### src/rtl/uart_pkg.sv
// Shared definitions for the multi-byte UART transmitter.
// Contents:
//   tx_state_t           - transmit state machine encoding
//   DEFAULT_CLKS_PER_BIT - 50 MHz clock / 230400 baud
//   clog2_min1()         - $clog2 clamped to a minimum of 1, for field widths
package uart_pkg;

    typedef enum logic [1:0] {
        IDLE  = 2'd0,
        START = 2'd1,
        DATA  = 2'd2,
        STOP  = 2'd3
    } tx_state_t;

    localparam int DEFAULT_CLKS_PER_BIT = 217;

    // A field holding a count of 1 still needs one bit.
    function automatic int clog2_min1(input int value);
        int r;
        r = $clog2(value);
        return (r < 1) ? 1 : r;
    endfunction

endpackage

### src/rtl/uart_word_fifo.sv
// Synchronous single-clock FIFO holding whole transmit words ({len, data}).
// Ports:
//   clk, rst          - clock, asynchronous active-high reset
//   wr_en, wr_data    - push; ignored while full
//   rd_en, rd_data    - pop; rd_data shows the head entry while !empty
//   full, empty       - occupancy flags, derived from the registered count
//   level             - number of entries held (0..DEPTH)
module uart_word_fifo
    import uart_pkg::*;
#(
    parameter int WIDTH = 34,
    parameter int DEPTH = 8
) (
    input  logic                     clk,
    input  logic                     rst,
    input  logic                     wr_en,
    input  logic [WIDTH-1:0]         wr_data,
    input  logic                     rd_en,
    output logic [WIDTH-1:0]         rd_data,
    output logic                     full,
    output logic                     empty,
    output logic [$clog2(DEPTH):0]   level
);

    localparam int AW    = $clog2(DEPTH);
    localparam int CNT_W = AW + 1;

    logic [WIDTH-1:0] mem [DEPTH];
    logic [AW-1:0]    wr_ptr;
    logic [AW-1:0]    rd_ptr;
    logic [CNT_W-1:0] count;
    logic             do_wr;
    logic             do_rd;

    // full/empty come from the count before this cycle's pop, so a write
    // arriving while full is dropped even if a pop happens in the same cycle.
    assign do_wr = wr_en && !full;
    assign do_rd = rd_en && !empty;

    assign full    = (count == CNT_W'(DEPTH));
    assign empty   = (count == '0);
    assign level   = count;
    assign rd_data = mem[rd_ptr];

    always_ff @(posedge clk) begin
        if (do_wr) begin
            mem[wr_ptr] <= wr_data;
        end
    end

    always_ff @(posedge clk or posedge rst) begin
        if (rst) begin
            wr_ptr <= '0;
            rd_ptr <= '0;
            count  <= '0;
        end else begin
            if (do_wr) begin
                wr_ptr <= wr_ptr + AW'(1);
            end
            if (do_rd) begin
                rd_ptr <= rd_ptr + AW'(1);
            end
            case ({do_wr, do_rd})
                2'b10:   count <= count + CNT_W'(1);
                2'b01:   count <= count - CNT_W'(1);
                default: count <= count;
            endcase
        end
    end

endmodule

### src/rtl/uart_frame_tx.sv
// Multi-byte UART transmitter. Words of 1..MAX_BYTES bytes are queued in a
// FIFO and sent as back-to-back 8N1/8N2 frames, byte0 (wr_data[7:0]) first,
// LSB first. halt and cts_n are only looked at between words.
// Ports:
//   clk, rst             - clock, asynchronous active-high reset
//   wr_en, wr_data       - push one word
//   wr_len               - bytes minus 1, clamped to MAX_BYTES-1
//   halt                 - level; blocks the start of a new word
//   cts_n                - host clear-to-send, active-low, asynchronous
//   tx                   - serial line, idle high
//   busy                 - from word pop until the last stop bit ends
//   word_done            - one-cycle pulse at the end of each word
//   full, empty, level   - FIFO status
//   overflow             - sticky, set by a write while full
//
// Write handshake: a word is taken on any clock edge where wr_en is high and
// full is low. There is no back-pressure wait; a wr_en while full is lost
// and latches overflow until reset.
//
// The FSM state is held in the signal 'state' (type tx_state_t).
module uart_frame_tx
    import uart_pkg::*;
#(
    parameter int CLKS_PER_BIT = DEFAULT_CLKS_PER_BIT,
    parameter int MAX_BYTES    = 4,
    parameter int FIFO_DEPTH   = 8,
    parameter int STOP_BITS    = 1,
    parameter int LEN_W        = clog2_min1(MAX_BYTES)
) (
    input  logic                          clk,
    input  logic                          rst,
    input  logic                          wr_en,
    input  logic [8*MAX_BYTES-1:0]        wr_data,
    input  logic [LEN_W-1:0]              wr_len,
    input  logic                          halt,
    input  logic                          cts_n,
    output logic                          tx,
    output logic                          busy,
    output logic                          word_done,
    output logic                          full,
    output logic                          empty,
    output logic [$clog2(FIFO_DEPTH):0]   level,
    output logic                          overflow
);

    localparam int DW       = 8 * MAX_BYTES;
    localparam int FW       = LEN_W + DW;
    localparam int STOP_CYC = STOP_BITS * CLKS_PER_BIT;
    localparam int TW       = clog2_min1(STOP_CYC);

    localparam logic [LEN_W-1:0] LEN_MAX    = LEN_W'(MAX_BYTES - 1);
    localparam logic [TW-1:0]    BIT_RELOAD = TW'(CLKS_PER_BIT - 1);
    localparam logic [TW-1:0]    STOP_LOAD  = TW'(STOP_CYC - 1);

    // ---------------------------------------------------------------- FIFO
    logic [LEN_W-1:0] len_clamped;
    logic [FW-1:0]    fifo_rd;
    logic             pop;

    assign len_clamped = (wr_len > LEN_MAX) ? LEN_MAX : wr_len;

    uart_word_fifo #(
        .WIDTH (FW),
        .DEPTH (FIFO_DEPTH)
    ) u_fifo (
        .clk     (clk),
        .rst     (rst),
        .wr_en   (wr_en),
        .wr_data ({len_clamped, wr_data}),
        .rd_en   (pop),
        .rd_data (fifo_rd),
        .full    (full),
        .empty   (empty),
        .level   (level)
    );

    always_ff @(posedge clk or posedge rst) begin
        if (rst) begin
            overflow <= 1'b0;
        end else if (wr_en && full) begin
            overflow <= 1'b1;
        end
    end

    // ------------------------------------------------------- CTS synchroniser
    // Resets to "not clear" so nothing starts until the host is seen ready.
    logic [1:0] cts_ff;
    logic       cts_sync;

    always_ff @(posedge clk or posedge rst) begin
        if (rst) begin
            cts_ff <= 2'b11;
        end else begin
            cts_ff <= {cts_ff[0], cts_n};
        end
    end

    assign cts_sync = cts_ff[1];

    // --------------------------------------------------------------- FSM
    tx_state_t        state, state_n;
    logic [TW-1:0]    timer, timer_n;
    logic [DW-1:0]    shreg, shreg_n;
    logic [2:0]       bit_idx, bit_idx_n;
    logic [LEN_W-1:0] bytes_left, bytes_left_n;
    logic             tx_q, tx_n;
    logic             busy_q, busy_n;
    logic             done_q, done_n;

    always_ff @(posedge clk or posedge rst) begin
        if (rst) begin
            state      <= IDLE;
            timer      <= '0;
            shreg      <= '0;
            bit_idx    <= '0;
            bytes_left <= '0;
            tx_q       <= 1'b1;
            busy_q     <= 1'b0;
            done_q     <= 1'b0;
        end else begin
            state      <= state_n;
            timer      <= timer_n;
            shreg      <= shreg_n;
            bit_idx    <= bit_idx_n;
            bytes_left <= bytes_left_n;
            tx_q       <= tx_n;
            busy_q     <= busy_n;
            done_q     <= done_n;
        end
    end

    // The timer is reloaded at every bit boundary, so each bit is exactly
    // CLKS_PER_BIT cycles. tx is registered and changes on the same edge as
    // the state, which keeps the line glitch-free.
    always_comb begin
        state_n      = state;
        timer_n      = timer;
        shreg_n      = shreg;
        bit_idx_n    = bit_idx;
        bytes_left_n = bytes_left;
        tx_n         = tx_q;
        busy_n       = busy_q;
        done_n       = 1'b0;
        pop          = 1'b0;

        case (state)
            IDLE: begin
                tx_n = 1'b1;
                if (!empty && !halt && !cts_sync) begin
                    pop          = 1'b1;
                    state_n      = START;
                    tx_n         = 1'b0;
                    busy_n       = 1'b1;
                    timer_n      = BIT_RELOAD;
                    shreg_n      = fifo_rd[DW-1:0];
                    bytes_left_n = fifo_rd[FW-1:DW];
                end
            end

            START: begin
                if (timer == '0) begin
                    state_n   = DATA;
                    tx_n      = shreg[0];
                    timer_n   = BIT_RELOAD;
                    bit_idx_n = 3'd0;
                end else begin
                    timer_n = timer - TW'(1);
                end
            end

            DATA: begin
                if (timer == '0) begin
                    // The whole word shifts; after 8 shifts the next byte
                    // sits in shreg[7:0] ready for its own frame.
                    shreg_n = shreg >> 1;
                    if (bit_idx == 3'd7) begin
                        state_n = STOP;
                        tx_n    = 1'b1;
                        timer_n = STOP_LOAD;
                    end else begin
                        bit_idx_n = bit_idx + 3'd1;
                        tx_n      = shreg[1];
                        timer_n   = BIT_RELOAD;
                    end
                end else begin
                    timer_n = timer - TW'(1);
                end
            end

            STOP: begin
                if (timer == '0) begin
                    if (bytes_left != '0) begin
                        // Next byte of the same word: no gap, no CTS/halt check.
                        state_n      = START;
                        tx_n         = 1'b0;
                        timer_n      = BIT_RELOAD;
                        bytes_left_n = bytes_left - LEN_W'(1);
                    end else begin
                        state_n = IDLE;
                        tx_n    = 1'b1;
                        busy_n  = 1'b0;
                        done_n  = 1'b1;
                    end
                end else begin
                    timer_n = timer - TW'(1);
                end
            end

            default: begin
                state_n = IDLE;
                tx_n    = 1'b1;
                busy_n  = 1'b0;
            end
        endcase
    end

    assign tx        = tx_q;
    assign busy      = busy_q;
    assign word_done = done_q;

endmodule

### config.mk
export PLATFORM = sky130hd
export DESIGN_NAME = uart_frame_tx
export DESIGN_NICKNAME = d
export VERILOG_FILES = /design/src/rtl/uart_pkg.sv /design/src/rtl/uart_word_fifo.sv /design/src/rtl/uart_frame_tx.sv
export SDC_FILE = /design/constraint.sdc
export NUM_CORES = 1
export LEC_CHECK = 0
export CAP_MARGIN = 10
export CORE_UTILIZATION = 45
export DETAILED_ROUTE_END_ITERATION = 16
export PLACE_DENSITY = 0.68
export RECOVER_POWER = 100
export SLEW_MARGIN = 20
export SYNTH_ARGS = -nofsm -noshare
export SYNTH_HDL_FRONTEND = slang
export SYNTH_SLANG_ARGS = --single-unit
### constraint.sdc
create_clock -name clk -period 8.7 [get_ports clk]
set_input_delay 1.74 -clock clk [delete_from_list [all_inputs] [get_ports clk]]
set_output_delay 1.74 -clock clk [all_outputs]
set_load 0.005 [all_outputs]
# Yosys cells after proc, flatten, opt, wreduce, memory -nomap -nowiden
# Memory sizes are Yosys's and may differ from the RTL's.
# Index checks and enable logic that the tools add are counted.
dict set report classes {
  n_addsub 7
  order_cmp 1
  eq_ne 16
  n_mux 42
  n_reduce_logical 25
}
# op n
set ops {}
lappend ops {{$mux 32} 2}
lappend ops {{$pmux 32 s2} 1}
lappend ops {{$mux 8} 4}
lappend ops {{$pmux 8 s3} 1}
lappend ops {{$mux 2} 9}
lappend ops {{$mux 1} 16}
lappend ops {{$ne 2x2->1 const B} 8}
lappend ops {{$reduce_and 4->1} 3}
lappend ops {{$reduce_bool 2->1} 5}
lappend ops {{$add 3x1->3 const B} 3}
lappend ops {{$mux 3} 3}
lappend ops {{$logic_not 8->1} 1}
lappend ops {{$pmux 2 s4} 1}
lappend ops {{$pmux 4 s2} 1}
lappend ops {{$sub 8x1->8 const B} 1}
lappend ops {{$eq 2x2->1 const B} 3}
lappend ops {{$pmux 3 s2} 1}
lappend ops {{$reduce_and 3->1} 2}
lappend ops {{$logic_and 1x1->1} 5}
lappend ops {{$reduce_and 5->1} 1}
lappend ops {{$add 4x1->4 const B} 1}
lappend ops {{$eq 2x1->1 const B} 2}
lappend ops {{$eq 4x4->1 const B} 1}
lappend ops {{$logic_not 1->1} 4}
lappend ops {{12 further kinds} 12}
dict set report word_totals {
  regBits 63
  mem_bits_rw 272
  in_bits 39
  output_inout_bits 10
  elab_cells 105
  memories 1
}
# name depth word_bits read_ports rd_ports_with_merged_regs write_ports line
set memory_table {}
lappend memory_table {u_fifo.mem 8 34 1 0 1 uart_word_fifo.sv:28} ;# logic [WIDTH-1:0] mem [DEPTH];

# Longest topological paths before layout
# Gate-level depths: netlist (run 1).
dict set report depth {
  depth_word 9
  depth_mapped 12
  depth_no_buf 11
}

# Cells and area by module
# A second synthesis (run 1) with hierarchy kept.
dict set report hier_totals {
  cells_unflattened 695
  hier_area_um2 13670.6
}
# module instances cells_per_inst area_per_inst_um2
set modules_own_cells {}
lappend modules_own_cells {uart_word_fifo 1 462 10892.9}
lappend modules_own_cells {uart_frame_tx 1 233 2777.7}

# Worst setup path before layout (run 1)
# OpenSTA, ideal clock, no wires.
dict set report synth_timing {
  path_kind {input to register}
  startpoint {input port wr_en}
  endpoint {memory u_fifo.mem[0][0] (enable)}
  arrival_time_ns 4.491
  setup_slack_ns 3.741
  cell_stages 3
  path_buffers 0
  path_cell_list {nor2b_1 -> nand2b_1 -> nor3_1}
}
dict set report synth_via {
  elab_chain_cells 3
}
# item line
set synth_lines {}
lappend synth_lines {{from (decl)} uart_frame_tx.sv:32} ;# input logic wr_en,
lappend synth_lines {{$logic_and 1x1->1} uart_word_fifo.sv:37} ;# assign do_wr = wr_en && !full;
lappend synth_lines {{$mux 1} uart_word_fifo.sv:46} ;# if (do_wr) begin
lappend synth_lines {{$mux 1 (not written as such)} uart_word_fifo.sv:47} ;# mem[wr_ptr] <= wr_data;
lappend synth_lines {{to (decl)} uart_word_fifo.sv:28}
# Every way passes these cells.

# Worst setup path in the final report (run 1)
dict set report layout_timing {
  startpoint {register state[0]}
  endpoint {register shreg[8]}
}
dict set report layout_via {
  elab_chain_cells 3
  word_cells_on_any_way 7
  cone_classes {3 x eq/ne; 1 x mux; 3 x reduce/logical}
}
# item line
set layout_lines {}
lappend layout_lines {{from (decl)} uart_frame_tx.sv:101} ;# tx_state_t state, state_n;
lappend layout_lines {{from (signal assigned)} uart_frame_tx.sv:121} ;# state <= state_n;
lappend layout_lines {{$eq 2x2->1 or $logic_not 2->1 (tied branches)} uart_frame_tx.sv:146} ;# case (state)
lappend layout_lines {{$ne 2x2->1 (no source line) or $reduce_bool 2->1 (tied branches)} --}
lappend layout_lines {{$reduce_and 3->1 (no source line)} --}
lappend layout_lines {{to (signal assigned)} uart_frame_tx.sv:123} ;# shreg <= shreg_n;
lappend layout_lines {{to (decl)} uart_frame_tx.sv:103} ;# logic [DW-1:0] shreg, shreg_n;
# Parallel ways exist; a longest one is shown, timed or not.
# A chain may end at the register's enable or synchronous reset.

==> metrics.md, run 1 <==
| Metric | Value |
|---|---|
| Wire per inst | `20.5 um` |
| Mean area per synthesized cell | `18.5 sq um` |
| CTS Hold Bufs | `0` |
| Final ANT Viol Nets | `0` |
| Cts repair resizes | `0` |
| Netlist cell types | `57` |
| Postcts setup bufs | `0` |
| PwrDens | `344 nW/um^2` |
| Remaining global-route overflow | `0` |
| Clk_skew | `0.0242 ns` |
| Worst relative slew slack | `-138%` |
| Gr usage total | `17.0%` |
| CP top delay family | `buffers and inverters` |
| Die area | `30800 sq um` |
| Final cell count without fillers | `1211` |
| Core Box Area | `29600 sq um` |
| Initial DRC count | `466` |
| Period utilization | `62.9%` |
| Post-synth ARST share | `18.8%` |
| Count of input and output buffers | `48` |
| Setup crit start kind | `flip-flop` |
| Crit path to | `shreg[8]` |
| Die W | `176 um` |
| Placed cells | `1146` |
| YS warnings | `0` |
| EDFF count, synth | `272` |
| Slew @ Worst Pin | `3.57 ns` |
| Crit path largest cell delay | `2.07 ns` |
| Levels on crit path | `8` |
| Hold WS | `0.356 ns` |
| Min cycle time layout | `5.47 ns` |
| Max VDD drop | `0.180 mV` |
| Most used flip-flop cell after synthesis | `edfxtp_1` |
| Clk Latency, worst-skew pair | `0.52 ns` |
| Worst EP arrival | `5.78 ns` |
| Critical path's slowest cell | `clkbuf_1` |
| Final WL | `24800 um` |
| Placed Area | `14500 sq um` |
| Reg2Reg Depth | `8` |
| Final net count | `848` |
| Crit path kind | `flip-flop to flip-flop` |
| # DRC | `0` |
| Final setup fails | `0` |
| Pre-CTS setup slack | `4.13 ns` |
| R2R Setup Slk | `3.23 ns` |
| Post-route cell area | `15700 sq um` |
| DR vias | `6762` |
| Worst r2r dst | `shreg[8]` |
| Area grow syn2layout | `16.0%` |
| Synth Cell Area | `13600 sq um` |
| CTS Root Cell | `clkbuf_16` |
| Crit-path max FO | `41` |
| CP cell instances | `inv_1, ha_1, clkbuf_1, nor2b_1, a31oi_2, buf_4, or2_0, o21ai_0` |
| CP Buf/Inv Count | `3` |
| Setup TNS | `0 ns` |
| Antenna cells | `0` |
| Pin count of the biggest net entering global routing | `71` |
| Final Hold Vio Count | `0` |
| Max Root-Sink Buffers | `3` |
| Unrepaired setup endpoints after global routing | `false` |
| Vias in the first global route | `7003` |
| Min-Delay Path Class | `flip-flop to flip-flop` |
| Die Height | `176 um` |
| Drt first pass iters | `5` |
| Failing checks | `capacitance limit, slew limit` |
| Initial antenna violation count | `1` |
| Syn_nets | `787` |
| Synthesized flop and latch total | `335` |
| Gpl congestion | `0.761` |
| Seq/Total Area, Yosys | `71.9%` |
| CTS tree | `yes` |
| Clock sinks | `335` |
| CTS Buf Count | `36` |
| DP HPWL | `13200 um` |
| Clock transition at path regs | `0.06 ns` |
| Max cap viols | `12` |
| Post-synthesis cell count | `733` |
| Worst EP required | `9.02 ns` |
| Hold wc startpoint | `cts_ff[0]` |
| Final WS setup | `3.23 ns` |
| Leak pwr | `5.31 nW` |
| CP Capture Type | `flip-flop` |
| Max Fclk | `0.183 GHz` |
| Layout cells sized above 1 | `21.8%` |
| IO Pins | `49` |
| Critical Path Source | `state[0]` |
| Outcome | `complete, but fails checks` |
| Final Slew Violations | `399` |
| H-tree depth | `2` |
| First-pass GRT wire length | `40000 um` |
| Starting Density | `45.8%` |
| Cell row count | `63` |
| Reg-to-reg startpoint | `state[0]` |
| Via density per instance | `5.58` |
## layer usage
layer  global-route usage (%)  vias to the layer above  routed length, um
li1                         -                     3055                  -
met1                     24.0                     3525              11400
met2                     27.3                      141              11900
met3                     3.07                       39               1110
met4                     4.67                        2                461
met5                        0                        -                 13
## cell usage in the layout (no fill, tap or decap), types with 6 or more instances in the layout
master,synthesis,layout
bufinv_16,0,6
clkbuf_1,20,18
clkbuf_16,0,36
clkbuf_8,0,7
dfrtp_1,60,57
dlygate4sd3_1,0,46
edfxtp_1,272,272
ha_1,15,15
inv_1,13,13
mux2_2,35,35
mux2i_1,36,36
mux4_2,66,66
nand2_1,18,18
nand2b_1,10,10
nor2_1,13,8
nor3_1,9,9
o21ai_0,70,70
o31ai_1,6,6
## worst register-to-register path, stage by stage, from the launching register on
cell and delay [ns]:
dfrtp_1 0.43, inv_1 0.15, ha_1 0.16, clkbuf_1 2.07, nor2b_1 0.17, a31oi_2 0.26
buf_4 0.36, or2_0 1.34, o21ai_0 0.33
## cell usage after synthesis, types with 5 or more instances
cell type	instances	area share, %
dfrtp_1	60	11
mux4_2	66	11
inv_1	13	0.36
nor3_1	9	0.33
mux2i_1	36	2.7
nand2b_1	10	0.46
nand2_1	18	0.50
mux2_2	35	2.9
buf_2	13	0.48
buf_1	5	0.14
o31ai_1	6	0.33
ha_1	15	1.4
clkbuf_1	20	0.55
o21ai_0	70	2.6
edfxtp_1	272	60
xnor2_1	5	0.32
nor2_1	13	0.36
a22o_1	5	0.32
## worst min path at each step
stage | endpoint | slack, ns | depth (start not counted)
after floorplan | cts_ff[1] | 0.35 | 0
after global placement | cts_ff[1] | 0.35 | 0
after detailed placement | cts_ff[1] | 0.35 | 0
after CTS | cts_ff[1] | 0.36 | 0
after global routing | cts_ff[1] | 0.36 | 0
final | cts_ff[1] | 0.36 | 0
## registers in the layout, indices dropped and copies added, names as in the netlist
register / count
bit_idx: 3
busy: 1
bytes_left: 2
cts_ff: 2
overflow: 1
shreg: 32
state: 2
timer: 8
tx: 1
u_fifo.level: 4
u_fifo.mem: 272
u_fifo.rd_ptr: 3
u_fifo.wr_ptr: 3
word_done: 1
## cell type report
class	count	area, sq um
flip-flops and latches	335	9750
multi-input cells	344	3620
clock inverters	14	231
clock buffers	51	1030
well taps	390	488
inverters	14	52.6
fillers	2405	13900
repair buffers	63	556
## logic make-up (layout without fill, tap and decap cells)
group / after synthesis / after routing / share of synthesized area (%)
compound gates: 109 / 109 / 4.82
xor+xnor: 8 / 8 / 0.516
fa+ha+maj: 15 / 15 / 1.38
buf+inv: 54 / 142 / 1.68
flops: 335 / 335 / 71.9
mux: 138 / 138 / 16.6
simple gates: 74 / 74 / 3.12
## stage by stage
stage	util [%]	power, mW
after CTS	53.3	5.48
after floorplan	-	3.42
after global placement	49.1	3.83
after global routing	53.1	5.71
after detailed placement	49.1	3.87
final	53.1	5.41
## power breakdown
part	switching (mW)	total, mW	internal (mW)
combinational	0.814	1.56	0.751
clock	0.593	1.59	1.00
sequential	0.171	2.25	2.08
No activity file was read; power rests on OpenSTA's default activity.
==> run 2: changes to the inputs <==
==> constraint.sdc (replaced) <==
create_clock -name clk -period 5.35 [get_ports clk]
set_input_delay 1.07 -clock clk [delete_from_list [all_inputs] [get_ports clk]]
set_output_delay 1.07 -clock clk [all_outputs]
set_load 0.005 [all_outputs]
==> run 2 against run 1 <==
Effect of this change: the run still ends with capacitance limit, slew limit left; critical endpoint is now u_fifo.mem[5][14]; total power increased by 61%; non-clock buffer count grew 2; die area stayed put; first-iteration DRC count fell by 12%; combinational power increased by 59%; register-to-register slack got worse by 1.8 ns; sequential power grew 64%; flip-flop and latch count did not move; utilization decreased by 0.063 points; worst hold slack improved by 0.0061 ns; count of clock-buffer cells in the layout shrank 6.
==> metrics.md, run 2 (synthesized netlist as in run 1, its figures left out) <==
| Metric | Value |
|---|---|
| First-pass GRT wire length | `39300 um (-2.0%)` |
| Leak pwr | `5.33 nW (+0.26%)` |
| Min cycle time layout | `4.20 ns` |
| Layout cells sized above 1 | `22.2% (+0.41 points)` |
| IO Pins | `49 (unchanged)` |
| Postcts setup bufs | `0 (unchanged)` |
| Max Fclk | `0.238 GHz` |
| Clock transition at path regs | `0.05 ns (about the same)` |
| Critical path's slowest cell | `clkbuf_1` |
| Slew @ Worst Pin | `2.59 ns (-0.979 ns)` |
| CP cell instances | `dlygate4sd3_1, nor2b_1, nand2_1, nor2_4, clkbuf_1` |
| Biggest regs | `u_fifo.mem: 272 flops, shreg: 32 flops, timer: 8 flops` |
| Clk_skew | `0.0172 ns (-0.00699 ns)` |
| Outcome | `complete, but fails checks` |
| Clk pwr share | `29.0% (-0.5 points)` |
| Wire per inst | `20.2 um (-1.2%)` |
| Gr usage total | `16.7% (-0.34 points)` |
| CP Capture Type | `flip-flop` |
| Max reg flops | `272 (unchanged)` |
| Max VDD drop | `0.303 mV (+68%)` |
| Die W | `176 um (unchanged)` |
| Worst EP required | `5.42 ns (-3.60 ns)` |
| Period utilization | `78.5%` |
| Post-Route Utilization | `53.0% (-0.063 points)` |
| DP HPWL | `13400 um (+1.4%)` |
| Final Slew Violations | `190 (-52%)` |
| Count of input and output buffers | `48 (unchanged)` |
| Clock sinks | `335 (unchanged)` |
| PwrDens | `553 nW/um^2 (+61%)` |
| Starting Density | `45.8% (unchanged)` |
| CTS tree | `yes` |
| Cts repair resizes | `0 (unchanged)` |
| Final ANT Viol Nets | `0 (unchanged)` |
| Multi-input gate area | `3610 sq um (-0.41%)` |
| Crit-path max FO | `34 (-17%)` |
| Crit path largest cell delay | `1.84 ns (-0.23 ns)` |
| Most frequent cells in the layout | `edfxtp_1, o21ai_0, mux4_2` |
| H-tree depth | `2 (unchanged)` |
| Seq pwr share | `42.4% (+0.8 points)` |
| Clk Latency, worst-skew pair | `0.52 ns (about the same)` |
| Min-Delay Path Class | `flip-flop to flip-flop` |
| FF+latch area | `9750 sq um (unchanged)` |
| Antenna cells | `0 (unchanged)` |
| Final WL | `24600 um (-0.95%)` |
| # DRC | `0 (unchanged)` |
| Failing checks | `capacitance limit, slew limit` |
| Initial DRC count | `410 (-12%)` |
| Crit path kind | `input port to flip-flop` |
| Final Hold Vio Count | `0 (unchanged)` |
| Switching share of power | `29.5% (+0.38 points)` |
| Worst EP arrival | `4.28 ns (-1.50 ns)` |
| Worst relative slew slack | `-72.6% (+65 points)` |
| DR vias | `6678 (-1.2%)` |
| Via density per instance | `5.50 (-1.5%)` |
| Remaining global-route overflow | `0 (unchanged)` |
| Most flops, register | `u_fifo.mem` |
| Initial antenna violation count | `0 (-1)` |
| CTS Hold Bufs | `0 (unchanged)` |
| Comb power frac | `28.6% (-0.3 points)` |
| CTS Buf Count | `36 (unchanged)` |
| NetSw | `2.57 mW (+63%)` |
| Final setup fails | `0 (unchanged)` |
| Commonest non-fill, non-tap cell in the layout | `edfxtp_1` |
| P_int | `6.12 mW (+60%)` |
| Vias in the first global route | `6926 (-1.1%)` |
| Unrepaired setup endpoints after global routing | `false` |
| Core Box Area | `29600 sq um (unchanged)` |
| Final net count | `850 (+0.24%)` |
| Die area | `30800 sq um (unchanged)` |
| Pin count of the biggest net entering global routing | `54 (-24%)` |
| Setup crit start kind | `input port` |
| Max Root-Sink Buffers | `3 (unchanged)` |
| Die Height | `176 um (unchanged)` |
| CTS Root Cell | `clkbuf_16` |
| Area grow syn2layout | `15.8%` |
| Cell row count | `63 (unchanged)` |
| Drt first pass iters | `7 (+2)` |
| Gpl congestion | `0.754 (-0.92%)` |
| Setup TNS | `0 ns (unchanged)` |
| Max cap viols | `7 (-5)` |
| Fillcell total | `2358 (-2.0%)` |
-- run 2: cell count changes in the layout (fill, tap and decap cells not counted), moves of 2 or more --
cell / change
nor2_4: -2
clkbuf_1: -6
buf_4: +5
clkbuf_8: -5
clkinv_2: +3
nor2_1: +2
inv_6: +2
clkinv_1: +2
-- run 2: metrics by stage --
step                      hold WS (ns)  worst slack (ns)  area (sq um)  power [mW]  instances
after floorplan                  0.345              1.06         13600        5.57        733
after global placement           0.348              1.79         14600        6.22       1147
after detailed placement         0.351              1.74         14600        6.27       1147
after CTS                        0.364              2.06         15800        8.83       1213
after global routing             0.366             0.909         15700        9.17       1214
final                            0.362              1.15         15700        8.69       1214
-- run 2: power by group through the flow --
| stage | Sequential (mW) | Combinational, mW | Clock [mW] |
|---|---|---|---|
| detailed placement | 3.79 | 2.49 | 0 |
| CTS | 3.74 | 2.50 | 2.59 |
| floorplan | 3.58 | 1.99 | 0 |
| finish | 3.69 | 2.48 | 2.52 |
| global placement | 3.77 | 2.45 | 0 |
| global route | 3.74 | 2.74 | 2.68 |
-- run 2: layout make-up --
cell class,count,share of cell area (%)
Clock buffer,45,6.21
Clock inverter,21,1.50
Inverter,14,0.334
Multi-Input combinational cell,344,23.0
Sequential cell,335,62.1
Tap cell,390,3.11
Timing Repair Buffer,65,3.81
-- run 2: metal layers --
metal	vias up	wire (um)	GRT usage, %
li1	3057	-	-
met1	3452	11300	23.4
met2	133	11800	26.7
met3	36	985	2.86
met4	0	434	5.00
met5	-	0	0
-- run 2: critical path, delay by kind of cell --
| kind | cells | cell delay, ns |
|---|---|---|
| simple gates | 3 | 0.79 |
| buf+inv | 2 | 2.38 |
-- run 2: final timing paths --
kind / from / end / slack, ns / cells after the start
max in group asynchronous: rst / u_fifo.rd_ptr[1] / 2.88 / 3
min in group asynchronous: rst / u_fifo.level[2] / 1.33 / 2
max reg2reg: u_fifo.level[0] / shreg[25] / 1.43 / 5
min: cts_ff[0] / cts_ff[1] / 0.36 / 0
min reg2reg: cts_ff[0] / cts_ff[1] / 0.36 / 0
max: wr_en / u_fifo.mem[5][14] / 1.15 / 5
==> run 3: changes to the inputs <==
--- a/config.mk
+++ b/config.mk
@@ -8,7 +8,7 @@
 export CAP_MARGIN = 10
 export CORE_UTILIZATION = 45
 export DETAILED_ROUTE_END_ITERATION = 16
-export PLACE_DENSITY = 0.68
+export PLACE_DENSITY = 0.7
 export RECOVER_POWER = 100
 export SLEW_MARGIN = 20
 export SYNTH_ARGS = -nofsm -noshare
==> constraint.sdc (replaced) <==
create_clock -name clk -period 3.8 [get_ports clk]
set_input_delay 0.76 -clock clk [delete_from_list [all_inputs] [get_ports clk]]
set_output_delay 0.76 -clock clk [all_outputs]
set_load 0.005 [all_outputs]
==> run 3 against run 2 <==
Effect of this change: the flow now finishes without violations; clock skew rose by 0.0027 ns; worst hold slack got worse by 0.0038 ns; first-iteration DRC count rose by 33%; die area did not move; utilization fell by 0.24 points; register-to-register slack got worse by 0.71 ns; combinational power rose by 42%; sequential power rose by 43%; global-route usage rose by 0.71 points.
==> metrics.md, run 3 (synthesized netlist as in run 1, its figures left out) <==
| Metric | Value |
|---|---|
| Outcome | `finished, final reports clean` |
| Gpl congestion | `0.762 (+1.0%)` |
| Max Root-Sink Buffers | `3 (unchanged)` |
| Critical path's slowest cell | `nor2_2` |
| Leak pwr | `5.30 nW (-0.54%)` |
| Reg-to-reg startpoint | `u_fifo.rd_ptr[1]` |
| Remaining global-route overflow | `0 (unchanged)` |
| Area grow syn2layout | `15.3%` |
| Final Slew Violations | `0 (-100%)` |
| Gr usage total | `17.4% (+0.71 points)` |
| Crit-path max FO | `16 (-53%)` |
| Most frequent cells in the layout | `edfxtp_1, o21ai_0, mux4_2` |
| Unrepaired setup endpoints after global routing | `false` |
| Most flops, register | `u_fifo.mem` |
| PwrDens | `765 nW/um^2 (+38%)` |
| Final WL | `25700 um (+4.6%)` |
| IO Pins | `49 (unchanged)` |
| Via density per instance | `5.62 (+2.2%)` |
| Final WS setup | `0.641 ns (-0.507 ns)` |
| Die area | `30800 sq um (unchanged)` |
| Min-Delay Path Class | `flip-flop to flip-flop` |
| Slew @ Worst Pin | `1.32 ns (-1.27 ns)` |
| Max Fclk | `0.317 GHz` |
| Final net count | `854 (+0.47%)` |
| CP Capture Type | `flip-flop` |
| Setup crit start kind | `input port` |
| Max reg flops | `272 (unchanged)` |
| Critical Path Source | `wr_en` |
| Final ANT Viol Nets | `0 (unchanged)` |
| Worst EP required | `4.02 ns (-1.40 ns)` |
| Initial DRC count | `545 (+33%)` |
| Final setup fails | `0 (unchanged)` |
| Crit path kind | `input port to flip-flop` |
| First-pass GRT wire length | `41000 um (+4.5%)` |
| Clk_skew | `0.0200 ns (+0.00273 ns)` |
| Setup TNS | `0 ns (unchanged)` |
| Count of input and output buffers | `48 (unchanged)` |
| Commonest non-fill, non-tap cell in the layout | `edfxtp_1` |
| Period utilization | `83.1%` |
| Clock transition at path regs | `0.06 ns (about the same)` |
| Die W | `176 um (unchanged)` |
| Clk Latency, worst-skew pair | `0.53 ns (about the same)` |
| Die Height | `176 um (unchanged)` |
| Min cycle time layout | `3.16 ns` |
| H-tree depth | `2 (unchanged)` |
| Pin count of the biggest net entering global routing | `42 (-22%)` |
| Clock sinks | `335 (unchanged)` |
| Max cap viols | `0 (-7)` |
| CTS tree | `yes` |
| CP Buf/Inv Count | `2 (unchanged)` |
| CTS Hold Bufs | `0 (unchanged)` |
| Initial antenna violation count | `0 (unchanged)` |
| Pre-CTS setup slack | `0.482 ns (-1.26 ns)` |
| Max VDD drop | `0.434 mV (+43%)` |
| Wire per inst | `21.1 um (+4.4%)` |
| Worst relative slew slack | `12.2% (+85 points)` |
| DR vias | `6839 (+2.4%)` |
| Layout cells sized above 1 | `20.6% (-1.7 points)` |
| CP top delay family | `simple AND/OR/NAND/NOR gates` |
| Antenna cells | `0 (unchanged)` |
| Hold wc startpoint | `cts_ff[0]` |
| Vias in the first global route | `7053 (+1.8%)` |
| CTS Root Cell | `clkbuf_16` |
| Biggest regs | `u_fifo.mem: 272 flops, shreg: 32 flops, timer: 8 flops` |
| CP cell instances | `dlygate4sd3_1, nor2b_1, nand2b_1, nor2_2, buf_4` |
| Drt first pass iters | `5 (-2)` |
| Worst EP arrival | `3.38 ns (-0.90 ns)` |
| Final Hold Vio Count | `0 (unchanged)` |
| # DRC | `0 (unchanged)` |
| Starting Density | `45.8% (unchanged)` |
| DP HPWL | `15400 um (+15%)` |
| Cell row count | `63 (unchanged)` |
| Postcts setup bufs | `0 (unchanged)` |
| CTS Buf Count | `36 (unchanged)` |
| Crit path largest cell delay | `0.91 ns (-0.93 ns)` |
| Cts repair resizes | `0 (unchanged)` |
| Core Box Area | `29600 sq um (unchanged)` |
## run 3: through the flow
step | cells | util, % | total power, mW | hold WS (ns) | area, sq um
after floorplan | 733 | - | 7.84 | 0.345 | 13600
after global placement | 1152 | 49.6 | 8.94 | 0.350 | 14700
after detailed placement | 1152 | 49.6 | 9.02 | 0.350 | 14700
after CTS | 1217 | 53.2 | 12.2 | 0.362 | 15800
after global routing | 1217 | 52.8 | 12.6 | 0.364 | 15600
final | 1217 | 52.8 | 12.0 | 0.359 | 15600
## run 3: cell type report
cell class	count	area, sq um
Fill cell	2336	14000
Timing Repair Buffer	69	644
Sequential cell	335	9750
Inverter	14	52.6
Clock buffer	49	971
Multi-Input combinational cell	344	3630
Tap cell	390	488
Clock inverter	16	105
## run 3: where the power goes
group          internal, mW  switching, mW  leakage (nW)
sequential             4.73          0.540          3.23
combinational          1.70           1.82          1.54
clock                  1.81           1.37         0.528
total                  8.25           3.72          5.30
## run 3: worst paths after layout
| path | end | slack (ns) | cells past startpoint |
|---|---|---|---|
| min | cts_ff[1] | 0.36 | 0 |
| min reg2reg | cts_ff[1] | 0.36 | 0 |
| max reg2reg | shreg[0] | 0.72 | 5 |
| max in group asynchronous | u_fifo.rd_ptr[2] | 1.97 | 3 |
| min in group asynchronous | u_fifo.level[3] | 1.03 | 2 |
| max | u_fifo.mem[4][31] | 0.64 | 5 |
## run 3: worst register-to-register path, delay by kind of cell (launching register included)
kind	cells	cell delay (ns)
AOI/OAI and AO/OA	1	0.09
buffers and inverters	1	0.58
DFF	1	1.24
muxes	3	1.03
## run 3: per-layer routing
metal / vias up / wire length, um / track usage (%) / part of all wire, %
met5: - / 0 / 0 / 0
met4: 0 / 422 / 4.38 / 1.6
met3: 36 / 941 / 2.53 / 3.7
met2: 137 / 12500 / 28.1 / 49
met1: 3592 / 11900 / 24.8 / 46
li1: 3074 / - / - / -
